**src/rtl/move_sequencer_pkg.sv**
```systemverilog
// Shared definitions for the connect-four move controller.
//   - board geometry defaults (ROWS_DEF / COLS_DEF)
//   - cell / player / winner codes
//   - move sequencer state encoding
//   - helper to hand the turn to the other player
package move_sequencer_pkg;

   localparam int ROWS_DEF = 6;
   localparam int COLS_DEF = 7;

   localparam logic [1:0] PIECE_EMPTY = 2'b00;
   localparam logic [1:0] PIECE_P1    = 2'b01;
   localparam logic [1:0] PIECE_P2    = 2'b10;
   localparam logic [1:0] PIECE_DRAW  = 2'b11;

   typedef enum logic [2:0] {
      ST_IDLE        = 3'd0,
      ST_SCAN        = 3'd1,
      ST_WRITE       = 3'd2,
      ST_CHECK_START = 3'd3,
      ST_WAIT_BUSY   = 3'd4,
      ST_WAIT_DONE   = 3'd5,
      ST_RESOLVE     = 3'd6,
      ST_OVER        = 3'd7
   } state_t;

   function automatic logic [1:0] other_player(input logic [1:0] p);
      return (p == PIECE_P1) ? PIECE_P2 : PIECE_P1;
   endfunction

endpackage

```
**src/rtl/move_sequencer.sv**
```systemverilog
// Move controller for the connect-four core. Takes a column drop, scans the
// column bottom-up for the first empty cell, writes the current player's
// piece, runs victory_checker and records win / draw / next turn.
// Ports:
//   clk, rst_n                 clock, async active-low reset
//   new_game                   synchronous clear of game state (top priority)
//   move_valid/move_col/move_ready  drop request handshake
//   illegal_move               1-cycle pulse: column out of range or full
//   rd_row/rd_col/rd_data      shared board read port (scanner or checker)
//   wr_en/wr_row/wr_col/wr_data  board write, 1-cycle strobe
//   vc_start/vc_row/vc_col     checker start pulse and landed position
//   vc_row_read/vc_col_read    checker read address
//   vc_done/vc_winner          checker status and result
//   current_player/winner/game_over  game status
//
// state          | meaning
// ---------------+---------------------------------------------------
// ST_IDLE        | waiting for a drop request
// ST_SCAN        | reading one row per cycle for the landing cell
// ST_WRITE       | write strobe active, move counted
// ST_CHECK_START | checker start pulse, checker owns read port
// ST_WAIT_BUSY   | waiting for checker to drop done
// ST_WAIT_DONE   | waiting for checker to raise done
// ST_RESOLVE     | apply checker result / draw / turn change
// ST_OVER        | game finished, only new_game leaves
module move_sequencer
   import move_sequencer_pkg::*;
#(
   parameter int ROWS = ROWS_DEF,
   parameter int COLS = COLS_DEF
) (
   input  logic       clk,
   input  logic       rst_n,
   input  logic       new_game,
   input  logic       move_valid,
   input  logic [2:0] move_col,
   output logic       move_ready,
   output logic       illegal_move,
   output logic [2:0] rd_row,
   output logic [2:0] rd_col,
   input  logic [1:0] rd_data,
   output logic       wr_en,
   output logic [2:0] wr_row,
   output logic [2:0] wr_col,
   output logic [1:0] wr_data,
   output logic       vc_start,
   output logic [2:0] vc_row,
   output logic [2:0] vc_col,
   input  logic [2:0] vc_row_read,
   input  logic [2:0] vc_col_read,
   input  logic       vc_done,
   input  logic [1:0] vc_winner,
   output logic [1:0] current_player,
   output logic [1:0] winner,
   output logic       game_over
);

   localparam int              CNT_W     = $clog2(ROWS * COLS + 1);
   localparam logic [CNT_W-1:0] MAX_MOVES = CNT_W'(ROWS * COLS);
   localparam logic [CNT_W-1:0] CNT_SAT   = {CNT_W{1'b1}};
   localparam logic [3:0]      COLS_LIM  = 4'(COLS);
   localparam logic [2:0]      LAST_ROW  = 3'(ROWS - 1);

   state_t           state_q, state_d;
   logic [2:0]       col_q, col_d;
   logic [2:0]       scan_row_q, scan_row_d;
   logic [2:0]       land_row_q, land_row_d;
   logic [2:0]       land_col_q, land_col_d;
   logic [1:0]       player_q, player_d;
   logic [1:0]       winner_q, winner_d;
   logic             game_over_q, game_over_d;
   logic [CNT_W-1:0] move_cnt_q, move_cnt_d;
   logic             wr_en_q, wr_en_d;
   logic             vc_start_q, vc_start_d;
   logic             illegal_q, illegal_d;

   always_comb begin
      state_d     = state_q;
      col_d       = col_q;
      scan_row_d  = scan_row_q;
      land_row_d  = land_row_q;
      land_col_d  = land_col_q;
      player_d    = player_q;
      winner_d    = winner_q;
      game_over_d = game_over_q;
      move_cnt_d  = move_cnt_q;
      wr_en_d     = 1'b0;
      vc_start_d  = 1'b0;
      illegal_d   = 1'b0;

      // Strobes are registered: they are set on the transition into the
      // state in which they must be visible.
      case (state_q)
         ST_IDLE: begin
            if (move_valid) begin
               if ({1'b0, move_col} >= COLS_LIM) begin
                  illegal_d = 1'b1;
               end else begin
                  col_d      = move_col;
                  scan_row_d = 3'd0;
                  state_d    = ST_SCAN;
               end
            end
         end
         ST_SCAN: begin
            if (rd_data == PIECE_EMPTY) begin
               wr_en_d    = 1'b1;
               land_row_d = scan_row_q;
               land_col_d = col_q;
               state_d    = ST_WRITE;
            end else if (scan_row_q == LAST_ROW) begin
               illegal_d = 1'b1;
               state_d   = ST_IDLE;
            end else begin
               scan_row_d = scan_row_q + 3'd1;
            end
         end
         ST_WRITE: begin
            move_cnt_d = (move_cnt_q == CNT_SAT) ? move_cnt_q : move_cnt_q + 1'b1;
            vc_start_d = 1'b1;
            state_d    = ST_CHECK_START;
         end
         ST_CHECK_START: state_d = ST_WAIT_BUSY;
         ST_WAIT_BUSY:   if (!vc_done) state_d = ST_WAIT_DONE;
         ST_WAIT_DONE:   if (vc_done) state_d = ST_RESOLVE;
         ST_RESOLVE: begin
            if (vc_winner != PIECE_EMPTY) begin
               winner_d    = vc_winner;
               game_over_d = 1'b1;
               state_d     = ST_OVER;
            end else if (move_cnt_q == MAX_MOVES) begin
               winner_d    = PIECE_DRAW;
               game_over_d = 1'b1;
               state_d     = ST_OVER;
            end else begin
               player_d = other_player(player_q);
               state_d  = ST_IDLE;
            end
         end
         ST_OVER: state_d = ST_OVER;
         default: state_d = ST_IDLE;
      endcase

      if (new_game) begin
         state_d     = ST_IDLE;
         player_d    = PIECE_P1;
         winner_d    = PIECE_EMPTY;
         game_over_d = 1'b0;
         move_cnt_d  = '0;
         wr_en_d     = 1'b0;
         vc_start_d  = 1'b0;
         illegal_d   = 1'b0;
      end
   end

   always_ff @(posedge clk or negedge rst_n) begin
      if (!rst_n) begin
         state_q     <= ST_IDLE;
         col_q       <= 3'd0;
         scan_row_q  <= 3'd0;
         land_row_q  <= 3'd0;
         land_col_q  <= 3'd0;
         player_q    <= PIECE_P1;
         winner_q    <= PIECE_EMPTY;
         game_over_q <= 1'b0;
         move_cnt_q  <= '0;
         wr_en_q     <= 1'b0;
         vc_start_q  <= 1'b0;
         illegal_q   <= 1'b0;
      end else begin
         state_q     <= state_d;
         col_q       <= col_d;
         scan_row_q  <= scan_row_d;
         land_row_q  <= land_row_d;
         land_col_q  <= land_col_d;
         player_q    <= player_d;
         winner_q    <= winner_d;
         game_over_q <= game_over_d;
         move_cnt_q  <= move_cnt_d;
         wr_en_q     <= wr_en_d;
         vc_start_q  <= vc_start_d;
         illegal_q   <= illegal_d;
      end
   end

   // The checker owns the read port from its start pulse until it reports done.
   always_comb begin
      rd_row = scan_row_q;
      rd_col = col_q;
      if (state_q inside {ST_CHECK_START, ST_WAIT_BUSY, ST_WAIT_DONE}) begin
         rd_row = vc_row_read;
         rd_col = vc_col_read;
      end
   end

   assign move_ready     = (state_q == ST_IDLE);
   assign illegal_move   = illegal_q;
   assign wr_en          = wr_en_q;
   assign wr_row         = land_row_q;
   assign wr_col         = land_col_q;
   // The player only changes in ST_RESOLVE, so it is stable across the write.
   assign wr_data        = player_q;
   assign vc_start       = vc_start_q;
   assign vc_row         = land_row_q;
   assign vc_col         = land_col_q;
   assign current_player = player_q;
   assign winner         = winner_q;
   assign game_over      = game_over_q;

endmodule

```
**config.mk**
```make
export PLATFORM = sky130hd
export DESIGN_NAME = move_sequencer
export DESIGN_NICKNAME = d
export VERILOG_FILES = /design/src/rtl/move_sequencer_pkg.sv /design/src/rtl/move_sequencer.sv
export SDC_FILE = /design/constraint.sdc
export NUM_CORES = 1
export LEC_CHECK = 0
export CORE_MARGIN = 4
export CORE_UTILIZATION = 47
export CTS_CLUSTER_DIAMETER = 80
export CTS_CLUSTER_SIZE = 25
export DETAILED_ROUTE_END_ITERATION = 8
export PLACE_DENSITY = 0.8
export SETUP_SLACK_MARGIN = 0.3
export SLEW_MARGIN = 20
export SYNTH_ARGS = -nofsm -noshare
export SYNTH_HDL_FRONTEND = slang
export SYNTH_SLANG_ARGS = --single-unit
```
**constraint.sdc**
```tcl
create_clock -name clk -period 2.05 [get_ports clk]
set_clock_uncertainty 0.15 [all_clocks]
set_input_delay 0.41 -clock clk [delete_from_list [all_inputs] [get_ports clk]]
set_output_delay 0.41 -clock clk [all_outputs]
set_load 0.02 [all_outputs]
```
==> summary.md <==
When the netlist entered floorplanning its net count stood at 176. The biggest area contributor in the post-synthesis netlist is dfrtp_1. Adding up every negative setup slack in the final design gives -1240 ps.

The tools report the root buffer selected by CTS as clkbuf_4. From synthesis to final layout, the design area changed by 59.0%. Measured along the y axis, the die boundary spans 66.1 um.

In the final routed layout, each cell accounts on average for 19.1 um. In this design, the stage delay of the slowest critical-path cell is 480 ps. The placed cell area was 0.00214 sq mm.

The logs give 0 for the final-report hold violation count and 0 for the remaining design rule violation count. Global routing used 23.8% of the available tracks across all layers. The flow ran to the end, but the final reports show violations.

The number of buffers and inverters on the critical path is 2. For the worst setup path, the data arrival time is 1680 ps. The cell count after synthesis came out at 154.

The final worst-path cycle share was 109%; the shortest period the worst path allows was 2240 ps. Setup repair after global routing could not meet its margin everywhere. During synthesis, Yosys emitted a total of 0 warnings.

The die covers 0.00437 sq mm. For this design the top-level I/O count stands at 47. At the end of routability-driven placement, the weighted congestion stood at 0.797. Clock slew at the register clock pins of the worst setup and hold paths: 100 ps. At the end of the flow the core is filled with cells to 80.6%. Post-synthesis cell area: 0.00159 sq mm. Top cell family by delay on the critical path: flip-flops. The tools report the number of global-route vias before repair as 1575. The floorplan has 20 rows. The number of antenna diodes in the final layout is 0. The most common cell in the synthesized netlist is dfrtp_1.

By area the synthesized netlist is led by dfrtp_1, mux2_2, buf_4. Cell seen most often among critical-path stages: buf_6. Share of synthesized flip-flops with an asynchronous set or reset: 100%. The max-slew violation total from the final report is 0. In this run, synthesis produced a sequential element count of 29.

The critical path goes through nand2_1 -> o21ai_4 -> buf_6 -> mux2_4 -> buf_6. The kind of launch point of the worst setup path is a flop. The required time of the critical path was 1490 ps; the worst hold margin was 277 ps. The run gives 45.9% as the sequential element share of the synthesized area. The final setup slack of the worst path came out at -185 ps.

The commonest cells after synthesis are dfrtp_1, nor2_1, mux2_2. Using the TritonRoute via totals, the vias-per-cell ratio works out to 5.70. Input and output buffers added on the ports amount to 46. The logs give 3120 um for the total half-perimeter wirelength after legalization and detailed placement and 5090 um for the total wire length after detailed routing. For the final total power, the log shows 2.20 mW. The run gives 0 as the number of max-capacitance violations reported. In this run the static leakage power is 1.15 nW. The floorplan step defined a core boundary enclosing 0.00313 sq mm.

The global-route wire length before repair is 7740 um, and the clock tree buffer depth is 2. Timing would allow up to 0.447 GHz. Among all flip-flop cells after synthesis, the most frequent one is dfrtp_1.

The run gives 5 as the TritonCTS buffer count. The later-pin clock latency in the skew report is 350 ps, and the count of unique library cells instantiated by Yosys is 40. Along the worst path, the maximum fanout reaches 4.

The transition at the pin with the smallest max-transition slack is 380 ps. The net total in the final layout came out at 243. For this configuration, the core starts out at a cell density of 50.7%.

The first routing iteration left 73 violations. For this design the ratio of total power to cell area is 874 mW/mm^2. The tools report the total placed cells including tap cells as 245.

The sum of overflow across all layers after global routing came out at 0. The critical path is of the flop to output pin type. In this run the remaining antenna-violating nets after routing total 0. The logs give 30 for the pin count of the biggest net entering global routing and 5 for the detailed-routing iteration count for the pre-antenna-repair pass. In this run, synthesis inferred 0 flip-flops with an integrated enable.

The worst setup path is captured at an output pin. Worst-case headroom to the max-slew limit: 74.7%. The post-route netlist has 42.8% of its cells at a drive strength greater than 1. Before CTS, the worst setup slack after placement is -174 ps. The clock net sink count was 29; the final cell count without fillers was 266.

The slowest stage of the critical path is the dfrtp_1 cell. The die boundary width works out to 66.1 um. Summed area of non-filler cells in the final layout: 0.00252 sq mm. After synthesis, the largest area contributor takes up 44.2% of total cell area. TritonCTS built the clock tree. The min-delay analysis places its worst path in the category primary input to async pin. The final reports fail on setup timing.

Detailed routing inserted a total of 1515 vias. For the initial antenna violation count, the log shows 0. Hold repair after CTS inserted 0 buffers. Setup violations remaining at the end of the flow were counted as 7. The clock tree synthesis step divided the H-tree into 2 levels. A synthesized cell averages 10.3 sq um.

Across the VDD grid, the largest voltage drop is 0.000673 V.
## state kept, by name, indices dropped and copies added, names as in the netlist
signal and count:
col_q 3, current_player 2, game_over 1, illegal_move 1, move_cnt_q 6, scan_row_q 3, state_q 3, vc_col 3
vc_row 3, vc_start 1, winner 2, wr_en 1
## kinds of logic after synthesis
group                      Yosys count  share of synthesized area, %
and+or+nand+nor                     44                          13.4
muxes                               15                          10.6
xor gates and xnor gates             4                          2.21
adders and majority gates            4                          3.16
DFF                                 29                          45.9
AOI/OAI and AO/OA                   36                          17.4
buffers and inverters               22                          7.42
## final cells by class
type                       count  area (sq um)
multi-input combinational    103           950
clock buffer                   7          65.1
inverter                       8          30.0
clock inverter                 1          5.00
tap                           44          55.1
fill                         181           608
sequential                    29           727
timing repair buffer          74           688
## where the power goes
group	internal, mW	switching [mW]
clock network	0.198	0.227
logic	0.474	0.519
registers	0.682	0.102
## layer usage
| metal | GRT usage [%] | part of all wire, % |
|---|---|---|
| met1 | 26.8 | 38 |
| met2 | 39.8 | 52 |
| met3 | 4.25 | 5.2 |
| met4 | 17.5 | 4.1 |
| met5 | 0 | 0 |
## path summary, 6_finish.rpt
kind / from / slack [ps] / endpoint / cells past startpoint
worst max-delay path: state_q[2] / -190 / rd_row[2] / 5
worst min-delay path: rst_n / 280 / winner[0] / 2
worst max register to register: state_q[1] / 60 / move_cnt_q[2] / 7
worst min register to register: vc_row[2] / 380 / vc_row[2] / 1
max in group asynchronous: rst_n / 1160 / current_player[0] / 2
min in group clk: vc_row[2] / 380 / vc_row[2] / 1
## repair_timing
item	CTS	global route
gates resized for setup	89	33
pin swaps	10	16
setup endpoints to repair	39	33
buffers inserted	10	3
## placed cells by master, fill, tap and decap left out, types with 3 or more instances in the layout
cell type / count
a21oi_1: 4
mux2_2: 7
dfrtp_1: 28
nor2_4: 3
and3_1: 3
dlygate4sd2_1: 20
inv_1: 8
a31oi_1: 3
clkdlybuf4s50_1: 17
a211oi_2: 3
ha_1: 3
nor2_1: 12
nand2_1: 6
nand3_1: 6
mux2_4: 7
buf_4: 18
xnor2_1: 3
buf_6: 17
clkbuf_4: 5
Power figures use the tool's default switching activity.
